==> src/rtl/v_alu_sequencer.sv <==
// VALU opcode/SEW encodings plus the sequencer that slices one full-register
// vector op into VALU-width chunks and reassembles the tail-undisturbed result.
package v_pkg;
   localparam logic [3:0] VALU_VADD = 4'd0;
   localparam logic [3:0] VALU_VSUB = 4'd1;
   localparam logic [3:0] VALU_VAND = 4'd2;
   localparam logic [3:0] VALU_VOR  = 4'd3;
   localparam logic [3:0] VALU_VXOR = 4'd4;

   localparam logic [1:0] VSEW_8  = 2'b00;
   localparam logic [1:0] VSEW_16 = 2'b01;
   localparam logic [1:0] VSEW_32 = 2'b10;
endpackage

module v_alu_sequencer
   import v_pkg::*;
#(
   parameter int VECTOR_LENGTH = 128,
   parameter int VALU_OP_W     = 32,
   parameter int ADDSUB_LAT    = 1,
   localparam int NCHUNK       = VECTOR_LENGTH / VALU_OP_W,
   localparam int VL_W         = $clog2(VECTOR_LENGTH / 8) + 1
) (
   input  logic                     clk,
   input  logic                     rst,
   input  logic                     in_valid,
   output logic                     in_ready,
   input  logic [3:0]               op_instr,
   input  logic [1:0]               vsew,
   input  logic [VL_W-1:0]          vl,
   input  logic [VECTOR_LENGTH-1:0] vs1,
   input  logic [VECTOR_LENGTH-1:0] vs2,
   input  logic [VECTOR_LENGTH-1:0] vd_old,
   output logic [3:0]               valu_op_instr,
   output logic [1:0]               valu_vsew,
   output logic [VALU_OP_W-1:0]     valu_op_A,
   output logic [VALU_OP_W-1:0]     valu_op_B,
   output logic                     valu_issue,
   input  logic [VALU_OP_W-1:0]     valu_result,
   output logic                     out_valid,
   input  logic                     out_ready,
   output logic [VECTOR_LENGTH-1:0] vd_out,
   output logic                     err,
   output logic                     busy
);

   localparam int BYTES = VECTOR_LENGTH / 8;
   localparam int CB    = VALU_OP_W / 8;
   localparam int CNT_W = $clog2(NCHUNK + ADDSUB_LAT + 1) + 1;
   localparam int CH_W  = (NCHUNK > 1) ? $clog2(NCHUNK) : 1;

   typedef enum logic [1:0] {S_IDLE, S_ISSUE, S_DRAIN, S_DONE} state_t;

   state_t                   state_reg, state_next;
   logic [3:0]               op_reg;
   logic [1:0]               vsew_reg;
   logic [VECTOR_LENGTH-1:0] vs1_reg, vs2_reg;
   logic [VECTOR_LENGTH-1:0] res_reg, res_next;
   logic [VL_W-1:0]          body_bytes_reg;
   logic [CNT_W-1:0]         nchunk_reg, lat_reg, cyc_reg;
   logic                     err_reg;
   logic [VALU_OP_W-1:0]     op_a_reg, op_b_reg;

   logic [VL_W-1:0]          vlmax, vl_clamp, body_bytes_in;
   logic                     illegal_sew;
   logic [CNT_W-1:0]         nchunk_in, lat_in;
   logic                     accept, cap_en;
   logic [CNT_W-1:0]         cap_idx;
   logic [CH_W-1:0]          next_idx;
   logic [BYTES-1:0]         byte_we;
   logic [VALU_OP_W-1:0]     vs1_ch [NCHUNK];
   logic [VALU_OP_W-1:0]     vs2_ch [NCHUNK];

   // Active work is measured in bytes so every SEW shares one merge mask.
   always_comb begin
      vlmax       = '0;
      illegal_sew = 1'b0;
      case (vsew)
         VSEW_8:  vlmax = VL_W'(BYTES);
         VSEW_16: vlmax = VL_W'(BYTES / 2);
         VSEW_32: vlmax = VL_W'(BYTES / 4);
         default: illegal_sew = 1'b1;
      endcase
      vl_clamp      = (vl > vlmax) ? vlmax : vl;
      body_bytes_in = vl_clamp << vsew;
      nchunk_in     = CNT_W'((int'(body_bytes_in) + CB - 1) / CB);
      lat_in        = (op_instr == VALU_VADD || op_instr == VALU_VSUB) ?
                      CNT_W'(ADDSUB_LAT) : '0;
   end

   always_ff @(posedge clk or posedge rst) begin
      if (rst) begin
         state_reg <= S_IDLE;
      end else begin
         state_reg <= state_next;
      end
   end

   always_comb begin
      state_next = state_reg;
      in_ready   = 1'b0;
      valu_issue = 1'b0;
      out_valid  = 1'b0;
      busy       = 1'b1;
      case (state_reg)
         S_IDLE: begin
            busy     = 1'b0;
            in_ready = ~rst;
            if (in_valid && !rst) begin
               state_next = (nchunk_in == '0) ? S_DONE : S_ISSUE;
            end
         end
         S_ISSUE: begin
            valu_issue = 1'b1;
            if (cyc_reg == nchunk_reg - 1'b1) begin
               state_next = (lat_reg == '0) ? S_DONE : S_DRAIN;
            end
         end
         S_DRAIN: begin
            if (cyc_reg == nchunk_reg - 1'b1 + lat_reg) begin
               state_next = S_DONE;
            end
         end
         S_DONE: begin
            out_valid = 1'b1;
            if (out_ready) begin
               state_next = S_IDLE;
            end
         end
         default: state_next = S_IDLE;
      endcase
   end

   assign accept   = in_valid & in_ready;
   // Results trail issue by the opcode latency, so the captured chunk is cyc - L.
   assign cap_en   = (state_reg == S_ISSUE || state_reg == S_DRAIN) && (cyc_reg >= lat_reg);
   assign cap_idx  = cyc_reg - lat_reg;
   assign next_idx = CH_W'(cyc_reg + 1'b1);

   genvar gi;
   generate
      for (gi = 0; gi < NCHUNK; gi++) begin : g_chunk
         assign vs1_ch[gi] = vs1_reg[gi*VALU_OP_W +: VALU_OP_W];
         assign vs2_ch[gi] = vs2_reg[gi*VALU_OP_W +: VALU_OP_W];
      end
      for (gi = 0; gi < BYTES; gi++) begin : g_byte_we
         assign byte_we[gi] = cap_en && (cap_idx == CNT_W'(gi / CB)) &&
                              (VL_W'(gi) < body_bytes_reg);
      end
   endgenerate

   // Tail bytes are never written, so the vd_old preload survives there.
   always_comb begin
      res_next = res_reg;
      for (int b = 0; b < BYTES; b++) begin
         if (byte_we[b]) begin
            res_next[b*8 +: 8] = valu_result[(b % CB)*8 +: 8];
         end
      end
   end

   always_ff @(posedge clk or posedge rst) begin
      if (rst) begin
         op_reg         <= '0;
         vsew_reg       <= '0;
         vs1_reg        <= '0;
         vs2_reg        <= '0;
         res_reg        <= '0;
         body_bytes_reg <= '0;
         nchunk_reg     <= '0;
         lat_reg        <= '0;
         cyc_reg        <= '0;
         err_reg        <= 1'b0;
         op_a_reg       <= '0;
         op_b_reg       <= '0;
      end else if (accept) begin
         op_reg         <= op_instr;
         vsew_reg       <= vsew;
         vs1_reg        <= vs1;
         vs2_reg        <= vs2;
         res_reg        <= vd_old;
         body_bytes_reg <= body_bytes_in;
         nchunk_reg     <= nchunk_in;
         lat_reg        <= lat_in;
         cyc_reg        <= '0;
         err_reg        <= illegal_sew;
         if (nchunk_in != '0) begin
            op_a_reg <= vs2[VALU_OP_W-1:0];
            op_b_reg <= vs1[VALU_OP_W-1:0];
         end
      end else if (state_reg == S_ISSUE || state_reg == S_DRAIN) begin
         cyc_reg <= cyc_reg + 1'b1;
         res_reg <= res_next;
         if (state_reg == S_ISSUE && state_next == S_ISSUE) begin
            op_a_reg <= vs2_ch[next_idx];
            op_b_reg <= vs1_ch[next_idx];
         end
      end
   end

   assign valu_op_instr = op_reg;
   assign valu_vsew     = vsew_reg;
   assign valu_op_A     = op_a_reg;
   assign valu_op_B     = op_b_reg;
   assign vd_out        = res_reg;
   assign err           = err_reg;

endmodule

==> config.mk <==
export PLATFORM = sky130hd
export DESIGN_NAME = v_alu_sequencer
export DESIGN_NICKNAME = d
export VERILOG_FILES = /design/src/rtl/v_alu_sequencer.sv
export SDC_FILE = /design/constraint.sdc
export NUM_CORES = 1
export LEC_CHECK = 0
export CAP_MARGIN = 20
export CORE_AREA = 2 2 271 273
export CTS_BUF_LIST = sky130_fd_sc_hd__clkbuf_16
export DETAILED_ROUTE_END_ITERATION = 8
export DIE_AREA = 0 0 273 275
export PLACE_DENSITY = 0.54
export SKIP_CTS_REPAIR_TIMING = 1
export SLEW_MARGIN = 20
export SYNTH_ARGS = -nofsm -noshare
export SYNTH_HDL_FRONTEND = slang
export SYNTH_SLANG_ARGS = --single-unit
==> constraint.sdc <==
create_clock -name clk -period 20.1 [get_ports clk]
set_input_delay 6.03 -clock clk [delete_from_list [all_inputs] [get_ports clk]]
set_output_delay 6.03 -clock clk [all_outputs]
set_load 0.005 [all_outputs]
---- After elaboration in Yosys (flattened, before gate mapping) ----
Index checks and enable logic that the tools add are counted.
word-level totals
  flip-flop bits (word level) ............. 474
operators by class
  add/subtract/negate cells ............... 7
  $lt $le $gt $ge ......................... 19
  equal/unequal tests ..................... 13
  shift operators ......................... 1
  muxes and demuxes ....................... 49
  bitwise operators ....................... 4
  reduce and logical (&&, ||, !) cells .... 70
operators by type and width
  cell                                                        number
  two-way mux 32 bit                                          12
  two-way mux 128 bit                                         2
  binary-select mux 32 bit (select 2 bit)                     2
  two-way mux 8 bit                                           16
  less-than comparator 4 x 5 -> 1 bit (first input constant)  8
  nonzero test 2 bit                                          18
  AND reduction 2 bit                                         16
  logical AND 1 bit                                           23
  less-than comparator 3 x 5 -> 1 bit (first input constant)  4
  logical NOT 4 bit                                           4
  one-hot mux 5 bit (3 select lines)                          1
  less-than comparator 1 x 5 -> 1 bit (first input constant)  2
  less-than comparator 2 x 5 -> 1 bit (first input constant)  2
  two-way mux 2 bit                                           5
  == test 4 x 1 -> 1 bit (second input constant)              2
  == test 4 x 2 -> 1 bit (second input constant)              2
  == test 4 bit                                               2
  two-way mux 4 bit                                           2
  one-hot mux 2 bit (4 select lines)                          1
  two-way mux 1 bit                                           7
  subtractor 6 x 1 -> 7 bit (second input constant)           1
  adder 5 x 3 -> 6 bit (second input constant)                1
  == test 2 x 1 -> 1 bit (second input constant)              3
  == test 2 bit (second input constant)                       3
  other kinds (21)                                            24

---- Depth between registers and ports, before layout ----
Gate-level depths: netlist (run 1).
  depth in word-level cells ............... 19
  mapped depth ............................ 15
  gate-level depth less buffers ........... 10

---- Worst setup path after synthesis (run 1) ----
No wires, ideal clock.
  kind .................................... input-to-reg
  start point ............................. input rst
  end point ............................... register op_a_reg[10] (netlist: valu_op_A[10])
  library setup time ...................... 125 ps
  data arrival time ....................... 19,084 ps
  required time ........................... 19,975 ps
  path slack .............................. 891 ps
  cell stages on the path ................. 6
  path through ............................ inv_1 -> nand3_1 -> and3_1 -> a31oi_4 -> buf_6 -> mux2_2
on the way
  cells in the longest elaborated chain, start to end .. 8
  elaborated cells between the ends (all ways) .. 14
  those cells by class .................... 2 x eq/ne; 4 x mux; 2 x bitwise; 6 x reduce/logical
ends and longest elaborated chain
  element                             line  text
  start: declaration                  25    input logic rst,
  logical NOT 1 bit (no line)         --
  logical AND 1 bit                   109   if (in_valid && !rst) begin
  two-way mux 2 bit                   109
  one-hot mux 2 bit (4 select lines)  105   case (state_reg)
  == test 2 x 1 -> 1 bit              194   if (state_reg == S_ISSUE && state_next == S_ISSUE) begin
  logical AND 1 bit                   194
  nonzero test 2 bit (no line)        --
  AND reduction 3 bit (no line)       --
  end signal: assignment              188   op_a_reg <= vs2[VALU_OP_W-1:0];
  end signal: assignment              195   op_a_reg <= vs2_ch[next_idx];
  end: declaration                    62    logic [VALU_OP_W-1:0] op_a_reg, op_b_reg;
Parallel ways exist; a longest one is shown, timed or not.
A chain may end at the register's enable or synchronous reset.

---- Worst setup path after layout (run 1) ----
  start point ............................. input rst
  end point ............................... output in_ready
on the way
  cells in the longest elaborated chain, start to end .. 2
ends and longest elaborated chain
  element            line  text
  NOT 1 bit          108   in_ready = ~rst;
  two-way mux 1 bit  105
  end: declaration   27    output logic in_ready,
Every way passes these cells.

==> impl_metrics.ini, run 1 <==
[synth]
synth_edf_count = 0
avgSynthCellArea_um2 = 9.655
synthDistinctLibCells = 56
synth_ff_type = dfrtp_1
ys_ff_latch = 471
syn_area_um2 = 21490
yosys_warnings = 0
yosysSeqAreaShare = 0.5484
syn_nets = 2670
postSynth.asyncResetShare = 1.000
syn_inst = 2226

[drt]
ant_nets = 0
via_count = 17830
drc = 0
drtIter0Drc = 982
drt_first_pass_iters = 5
wl_per_cell_um = 19.53
wl_mm = 74.51
vias_per_cell = 4.674

[sta]
hold_viol_final = 0
maxSlewHeadroom = 0.3279
setup_tns_ps = 0
period_needed_ps = 13250
max_freq_mhz = 75.46
post-route-period-util = 0.6593
setup_viol = 0
rsz0062_at_grt = no
finalClockSkew_ps = 17.15
worst_slew_pin_slew_ps = 1008
drv_slew = 0
worst_slack_ps = 6849

[run]
drv_cap = 0

[layout]
nets = 3250
nFillCells = 7048
finish.instance_area_um2 = 30410
final_core_util = 0.4203
syn2layout_area_growth_pct = 41.48
drive_gt1_frac = 0.08386

[floorplan]
die_x_um = 273
start_util = 0.2971
io_pins = 634
dieArea_um2 = 75080
coreArea_um2 = 72340
rows = 99
chipHeight_um = 275

[clocking]
cts_tree = done
clkTransAtPathRegs_ps = 60
insertion_delay_ps = 610
clockBufferDepth = 3
cts-buffers-inserted = 55
htree_levels = 2
cts.sinks = 471
root_buffer = clkbuf_16

[setup_path]
ff2ff_path_depth = 10
crit_slowest_cell = clkdlybuf4s50_1
crit_path_frequent_cell = clkdlybuf4s50_1
path_cells = clkdlybuf4s50_1, nor2_1, clkdlybuf4s50_1
cp_slowest_stage_delay_ps = 520
r2r_end = valu_op_A[20]
arrival_ps = 7220
end_kind = output port
reg2reg_from = state_reg[0]
worstSetupPathType = input port to output port
cp.required_ps = 14070
r2r_slack_ps = 15260
crit_path_start_kind = input port
path_max_fanout = 2

[run_status]
status = completed

[power]
ir_worst_vdd_v = 0.00007789
p_leak_nw = 14.23
power_density_nw_per_um2 = 148.4

[global_routing]
grt_max_degree = 117
grt_pass1_vias = 18230
grt_pass1_wl_mm = 112.7
gr-usage-all-layers = 0.1943
antenna_found_initial = 11
grt-ovfl-total = 0

[placed_design]
placed_area_um2 = 28730
place_hpwl_mm = 53.83
gp_congestion = 0.8703
pre_cts_slack_ps = 6842
io_buffers = 633

[worst_hold_path]
whs_path_depth = 2
hp-class = register to register
hold_path_end = vs2_reg[99]
hp-start = vs2_reg[99]
## synth_stat cells (5+ instances only)
| cell type | instances | area, um2 |
|---|---|---|
| a221o_1 | 8 | 80.08 |
| buf_1 | 13 | 48.80 |
| nor3_1 | 5 | 25.02 |
| o21ai_0 | 124 | 620.6 |
| xnor2_1 | 10 | 87.58 |
| buf_6 | 6 | 67.56 |
| nor2b_1 | 6 | 37.54 |
| mux2i_1 | 100 | 1001 |
| nand2_1 | 1059 | 3975 |
| o31ai_1 | 6 | 45.04 |
| buf_2 | 6 | 30.03 |
| nor2_1 | 41 | 153.9 |
| a21oi_1 | 36 | 180.2 |
| mux2_2 | 60 | 675.7 |
| dfrtp_1 | 471 | 11790 |
| clkbuf_1 | 109 | 409.1 |
| inv_1 | 13 | 48.80 |
| and2_1 | 8 | 50.05 |
| xor2_1 | 7 | 61.31 |
| mux4_2 | 64 | 1441 |
| ha_1 | 13 | 162.7 |
## area by class of cell
cell class / count / area [um2] / area share
sequential: 471 / 11790 / 0.3877
multi-input combinational: 1608 / 9158 / 0.3012
timing repair buffer: 657 / 6529 / 0.2147
clock buffer: 55 / 1376 / 0.04526
tap: 959 / 1200 / 0.03946
clock inverter: 46 / 285.3 / 0.009382
inverter: 13 / 56.30 / 0.001852
antenna: 5 / 12.51 / 0.0004115
## report_power, final
part	internal, W	switching, W
Sequential	0.00139	0.000287
Combinational	0.00103	0.000870
Clock	0.000521	0.000413
Total	0.00294	0.00157
## cell usage in the layout, fill, tap and decap left out, types with 3 or more instances in the layout
master,netlist,layout
mux4_2,64,64
xor2_1,7,7
clkdlybuf4s50_1,0,633
mux2_1,4,4
nor2_2,4,4
dfrtp_1,471,470
clkinv_2,0,10
o41ai_1,4,4
and2_1,8,8
nor2b_1,6,4
ha_1,13,12
inv_1,13,23
nand2_1,1059,1059
a31oi_1,3,3
xnor2_1,10,10
clkinv_1,0,19
a211oi_1,4,4
nor2_1,41,40
buf_4,0,23
mux2_2,60,60
mux2i_1,100,100
nor3_1,5,4
o31ai_1,6,4
a21oi_1,36,36
o21ai_0,124,124
a221o_1,8,8
diode_2,0,5
nand2b_1,4,4
clkbuf_16,0,55
## how the worst max path moves through the flow
stage | startpoint | end | slack [ps] | depth (start not counted)
6_report | rst | in_ready | 6850 | 3
4_1_cts | rst | in_ready | 6840 | 3
2_1_floorplan | rst | body_bytes_reg[0] | 890 | 1
3_3_place_gp | rst | in_ready | 6840 | 3
3_5_place_dp | rst | in_ready | 6840 | 3
5_1_grt | rst | in_ready | 6810 | 3
## per-stage QoR
step	cells	total power [W]	hold slack (ps)
finish	3814	0.004512	466.8
global route	3813	0.004861	489.6
CTS	3809	0.004585	472.7
detailed placement	3708	0.003623	458.3
global placement	3708	0.003576	452.0
floorplan	2226	0.002755	440.3
## routing by layer
metal / wire [um] / track usage / share of wire
met4: 2159 / 0.06500 / 0.029
met2: 37310 / 0.3386 / 0.50
met5: 77 / 0 / 0.0010
met3: 5330 / 0.05350 / 0.072
met1: 29630 / 0.2313 / 0.40
## worst max-delay path: cells and delay by family
kind / cells / cell delay, ps
AND/OR/NAND/NOR: 1 / 160
buffers and inverters: 2 / 1030
## cell families (layout without fill, tap and decap cells)
group,count (synthesis),count (layout),synth area share
AND/OR/NAND/NOR,1146,1146,0.2064
flip-flops,471,471,0.5484
multiplexers,228,228,0.1472
AO/OA/AOI/OAI,204,204,0.05542
buffers and inverters,147,771,0.02812
XOR/XNOR,17,17,0.006928
adder cells (fa/ha/maj),13,13,0.007568
other,0,5,0
Note: power is estimated with default switching activity, not from simulation.
==> run 2: changes to the inputs <==
--- a/config.mk
+++ b/config.mk
@@ -10,7 +10,7 @@
 export CTS_BUF_LIST = sky130_fd_sc_hd__clkbuf_16
 export DETAILED_ROUTE_END_ITERATION = 8
 export DIE_AREA = 0 0 273 275
-export PLACE_DENSITY = 0.54
+export PLACE_DENSITY = 0.52
 export SKIP_CTS_REPAIR_TIMING = 1
 export SLEW_MARGIN = 20
 export SYNTH_ARGS = -nofsm -noshare
==> constraint.sdc (replaced) <==
create_clock -name clk -period 13.8 [get_ports clk]
set_input_delay 4.14 -clock clk [delete_from_list [all_inputs] [get_ports clk]]
set_output_delay 4.14 -clock clk [all_outputs]
set_load 0.005 [all_outputs]
==> impl_metrics.ini, run 2 (synthesis gave the netlist of run 1 again) <==
[floorplan]
io_pins = 634
coreArea_um2 = 72340
rows = 99
start_util = 0.2971
dieArea_um2 = 75080
die_x_um = 273
chipHeight_um = 275

[layout]
final_core_util = 0.4203
layout.cells.most_common_list = 1059 x nand2_1, 633 x clkdlybuf4s50_1, 470 x dfrtp_1
drive_gt1_frac = 0.08357
syn2layout_area_growth_pct = 41.48
nets = 3249
nFillCells = 6996
final_common_cell = nand2_1

[sta]
worst_slack_ps = 4438
whs_ps = 468.0
period_needed_ps = 9362
hold_viol_final = 0
worst_slew_pin_slew_ps = 985.5
finalClockSkew_ps = 22.00
rsz0062_at_grt = no
max_freq_mhz = 106.8
setup_tns_ps = 0
maxSlewHeadroom = 0.3430
drv_slew = 0
setup_viol = 0
post-route-period-util = 0.6784

[drt]
vias_per_cell = 4.688
drt_first_pass_iters = 4
via_count = 17880
wl_per_cell_um = 19.76
wl_mm = 75.36
ant_nets = 0
drc = 0
drtIter0Drc = 938

[power]
p_leak_nw = 14.23
power_density_nw_per_um2 = 215.6
ir_worst_vdd_v = 0.0001313

[setup_path]
cp.required_ps = 9660
ff2ff_path_depth = 7
end_kind = output port
crit_path_end = in_ready
crit_path_start_kind = input port
reg2reg_from = state_reg[0]
path_max_fanout = 2
r2r_slack_ps = 9550
arrival_ps = 5220
critPathLaunch = rst
r2r_end = valu_op_A[15]
worstSetupPathType = input port to output port

[clocking]
cts.sinks = 471
root_buffer = clkbuf_16
cts-buffers-inserted = 54
clkTransAtPathRegs_ps = 50
cts_tree = done
insertion_delay_ps = 620
clockBufferDepth = 3
htree_levels = 2

[global_routing]
grt-ovfl-total = 0
gr-usage-all-layers = 0.1945
grt_max_degree = 204
grt_pass1_wl_mm = 112.8
grt_pass1_vias = 18390
antenna_found_initial = 17

[placed_design]
gp_congestion = 0.8826
place_hpwl_mm = 54.14
io_buffers = 633
pre_cts_slack_ps = 4438

[run]
drv_cap = 0

[run_status]
status = completed

[worst_hold_path]
hp-class = register to register
whs_path_depth = 2
==> run 2: changes by cell type in the layout (fill, tap and decap cells not counted) <==
| cell | change |
|---|---|
| clkinvlp_4 | +1 |
| nor2b_2 | -2 |
| clkinv_8 | -1 |
| inv_6 | +1 |
| clkbuf_16 | -1 |
| buf_4 | -2 |
| buf_12 | +2 |
| inv_16 | +1 |
| clkinv_2 | +1 |
| inv_8 | -1 |
| clkinv_1 | -3 |
| diode_2 | +1 |
| nor2b_1 | +2 |
==> run 2: final cells by class <==
type	count	area [um2]	area share
diodes	6	15.01	0.0004938
clock buffers	54	1351	0.04444
clock inverters	45	291.5	0.009588
inverters	13	52.55	0.001728
multi-input cells	1608	9153	0.3010
flip-flops and latches	471	11790	0.3877
well taps	959	1200	0.03946
repair buffers	657	6554	0.2155
==> run 2: through the flow <==
stage          total power, W  std cells  area [um2]
4_1_cts              0.006667       3807       30390
3_3_place_gp         0.005200       3708       28750
6_report             0.006555       3813       30410
3_5_place_dp         0.005276       3708       28750
2_1_floorplan        0.004013       2226       21500
5_1_grt              0.007047       3812       30400
==> run 2: how the worst min path moves through the flow <==
stage / start / to / slack [ps]
floorplan: vs1_reg[100] / vs1_reg[100] / 440
global placement: vs2_reg[72] / vs2_reg[72] / 450
detailed placement: vs1_reg[53] / vs1_reg[53] / 460
CTS: vs2_reg[110] / vs2_reg[110] / 470
global route: vs2_reg[102] / vs2_reg[102] / 490
finish: vs2_reg[110] / vs2_reg[110] / 470
==> run 2: where the power goes <==
group / leakage [nW] / internal (W) / switching [W] / total (W)
Sequential: 5.87 / 0.00203 / 0.000419 / 0.00245
Clock: 0.851 / 0.000749 / 0.000600 / 0.00135
Combinational: 7.51 / 0.00150 / 0.00126 / 0.00276
==> run 2: layer usage <==
| metal | GRT usage | share of wire | vias to the layer above |
|---|---|---|---|
| li1 | - | - | 8492 |
| met1 | 0.2257 | 0.39 | 8737 |
| met2 | 0.3527 | 0.51 | 517 |
| met3 | 0.05551 | 0.072 | 107 |
| met4 | 0.04774 | 0.018 | 22 |
| met5 | 0 | 0.0020 | - |
==> run 2: critical path, cell delays in order <==
cell and delay (ps):
clkdlybuf4s50_1 460, nor2_1 120, clkdlybuf4s50_1 500
==> run 3: changes to the inputs <==
==> constraint.sdc (replaced) <==
create_clock -name clk -period 9.6 [get_ports clk]
set_input_delay 2.88 -clock clk [delete_from_list [all_inputs] [get_ports clk]]
set_output_delay 2.88 -clock clk [all_outputs]
set_load 0.005 [all_outputs]
==> impl_metrics.ini, run 3 (synthesis gave the netlist of run 1 again) <==
[run_status]
status = completed

[placed_design]
place_hpwl_mm = 53.45
pre_cts_slack_ps = 2760
io_buffers = 633
gp_congestion = 0.9036
placed_cells = 3709

[global_routing]
grt-ovfl-total = 0
grt_max_degree = 207
grt_pass1_vias = 18590
antenna_found_initial = 12
grt_pass1_wl_mm = 111.8
gr-usage-all-layers = 0.1927

[clocking]
cts-buffers-inserted = 55
root_buffer = clkbuf_16
cts_tree = done
cts.sinks = 471
clockBufferDepth = 3
insertion_delay_ps = 610
htree_levels = 2
clkTransAtPathRegs_ps = 60

[setup_path]
worstSetupPathType = input port to output port
crit_slowest_cell = clkdlybuf4s50_1
arrival_ps = 3960
path_cells = clkdlybuf4s50_1, nor2_1, clkdlybuf4s50_1
end_kind = output port
cp_slowest_stage_delay_ps = 500
path_max_fanout = 2
cp.required_ps = 6720
crit_path_start_kind = input port
crit_path_frequent_cell = clkdlybuf4s50_1

[drt]
vias_per_cell = 4.687
drc = 0
wl_mm = 74.46
drtIter0Drc = 1042
wl_per_cell_um = 19.54
via_count = 17860
ant_nets = 0
drt_first_pass_iters = 6

[layout]
final_cell_count_no_fill = 3810
final_common_cell = nand2_1
layout.cells.most_common_list = 1059 x nand2_1, 633 x clkdlybuf4s50_1, 470 x dfrtp_1
nets = 3251
nFillCells = 7049
final_core_util = 0.4229
drive_gt1_frac = 0.08503
syn2layout_area_growth_pct = 42.36

[floorplan]
die_x_um = 273
start_util = 0.2971
io_pins = 634
chipHeight_um = 275
rows = 99
dieArea_um2 = 75080
coreArea_um2 = 72340

[power]
p_leak_nw = 14.32
ir_worst_vdd_v = 0.0001687
p_int_w = 0.006330
power.switching_w = 0.003254
clockPowerShare = 0.221
combPwrFrac = 0.412
swShare = 0.3396
power_density_nw_per_um2 = 313.3
pwr-share-seq = 0.368

[sta]
setup_viol = 0
max_freq_mhz = 146.1
post-route-period-util = 0.7127
maxSlewHeadroom = 0.3348
drv_slew = 0
rsz0062_at_grt = no
hold_viol_final = 0
finalClockSkew_ps = 16.80
worst_slew_pin_slew_ps = 997.8
period_needed_ps = 6842
worst_slack_ps = 2758

[worst_hold_path]
hp-class = register to register

[run]
drv_cap = 0
[run 3: changes by cell type in the layout (fill, tap and decap cells not counted)]
cell	before	now
buf_12	3	5
buf_4	21	20
bufinv_16	2	8
clkbuf_16	54	55
clkinv_1	16	8
clkinv_2	11	7
clkinv_8	0	1
diode_2	6	5
inv_1	23	25
inv_16	1	0
[run 3: power groups by stage]
stage	registers, W	clock network (W)	logic, W
floorplan	0.00336	0	0.00241
detailed placement	0.00355	0	0.00402
CTS	0.00353	0.00218	0.00404
global route	0.00364	0.00226	0.00441
global placement	0.00352	0	0.00395
finish	0.00352	0.00211	0.00395
[run 3: path summary, 6_finish.rpt]
kind                        startpoint      endpoint  slack [ps]  cells after the start
max in group asynchronous          rst  valu_op_A[9]        4140                      5
max                                rst      in_ready        2760                      3
max reg2reg                 cyc_reg[0]   vd_out[121]        5890                      8
min reg2reg                vs2_reg[69]   vs2_reg[69]         470                      2
min                        vs2_reg[69]   vs2_reg[69]         470                      2
min in group asynchronous          rst   vd_out[127]        2680                      2
[run 3: cell type report]
type | count | area, um2 | area share
Tap cell | 959 | 1200 | 0.03922
Timing Repair Buffer | 658 | 6586 | 0.2153
Antenna cell | 5 | 12.51 | 0.0004089
Multi-Input combinational cell | 1608 | 9153 | 0.2991
Clock buffer | 55 | 1376 | 0.04498
Inverter | 13 | 52.55 | 0.001718
Sequential cell | 471 | 11790 | 0.3854
Clock inverter | 41 | 425.4 | 0.01390
[run 3: worst max-delay path: cells and delay by family]
family                 cells  cell delay (ps)
buffers and inverters      2              960
AND/OR/NAND/NOR            1              120
[run 3: metrics by stage]
stage | hold WS, ps | area [um2] | power [W] | TNS [ps]
3_5_place_dp | 458.0 | 28780 | 0.007576 | 0
6_report | 468.7 | 30600 | 0.009584 | 0
5_1_grt | 486.4 | 30590 | 0.01031 | 0
3_3_place_gp | 453.3 | 28780 | 0.007473 | 0
2_1_floorplan | 440.3 | 21520 | 0.005772 | -1012270
4_1_cts | 472.0 | 30580 | 0.009747 | 0
[run 3: per-layer routing]
layer	vias up	part of all wire	global-route usage
met4	14	0.030	0.06011
met3	118	0.061	0.04417
met5	-	0.0011	0
met1	8747	0.40	0.2265
li1	8467	-	-
met2	513	0.51	0.3481
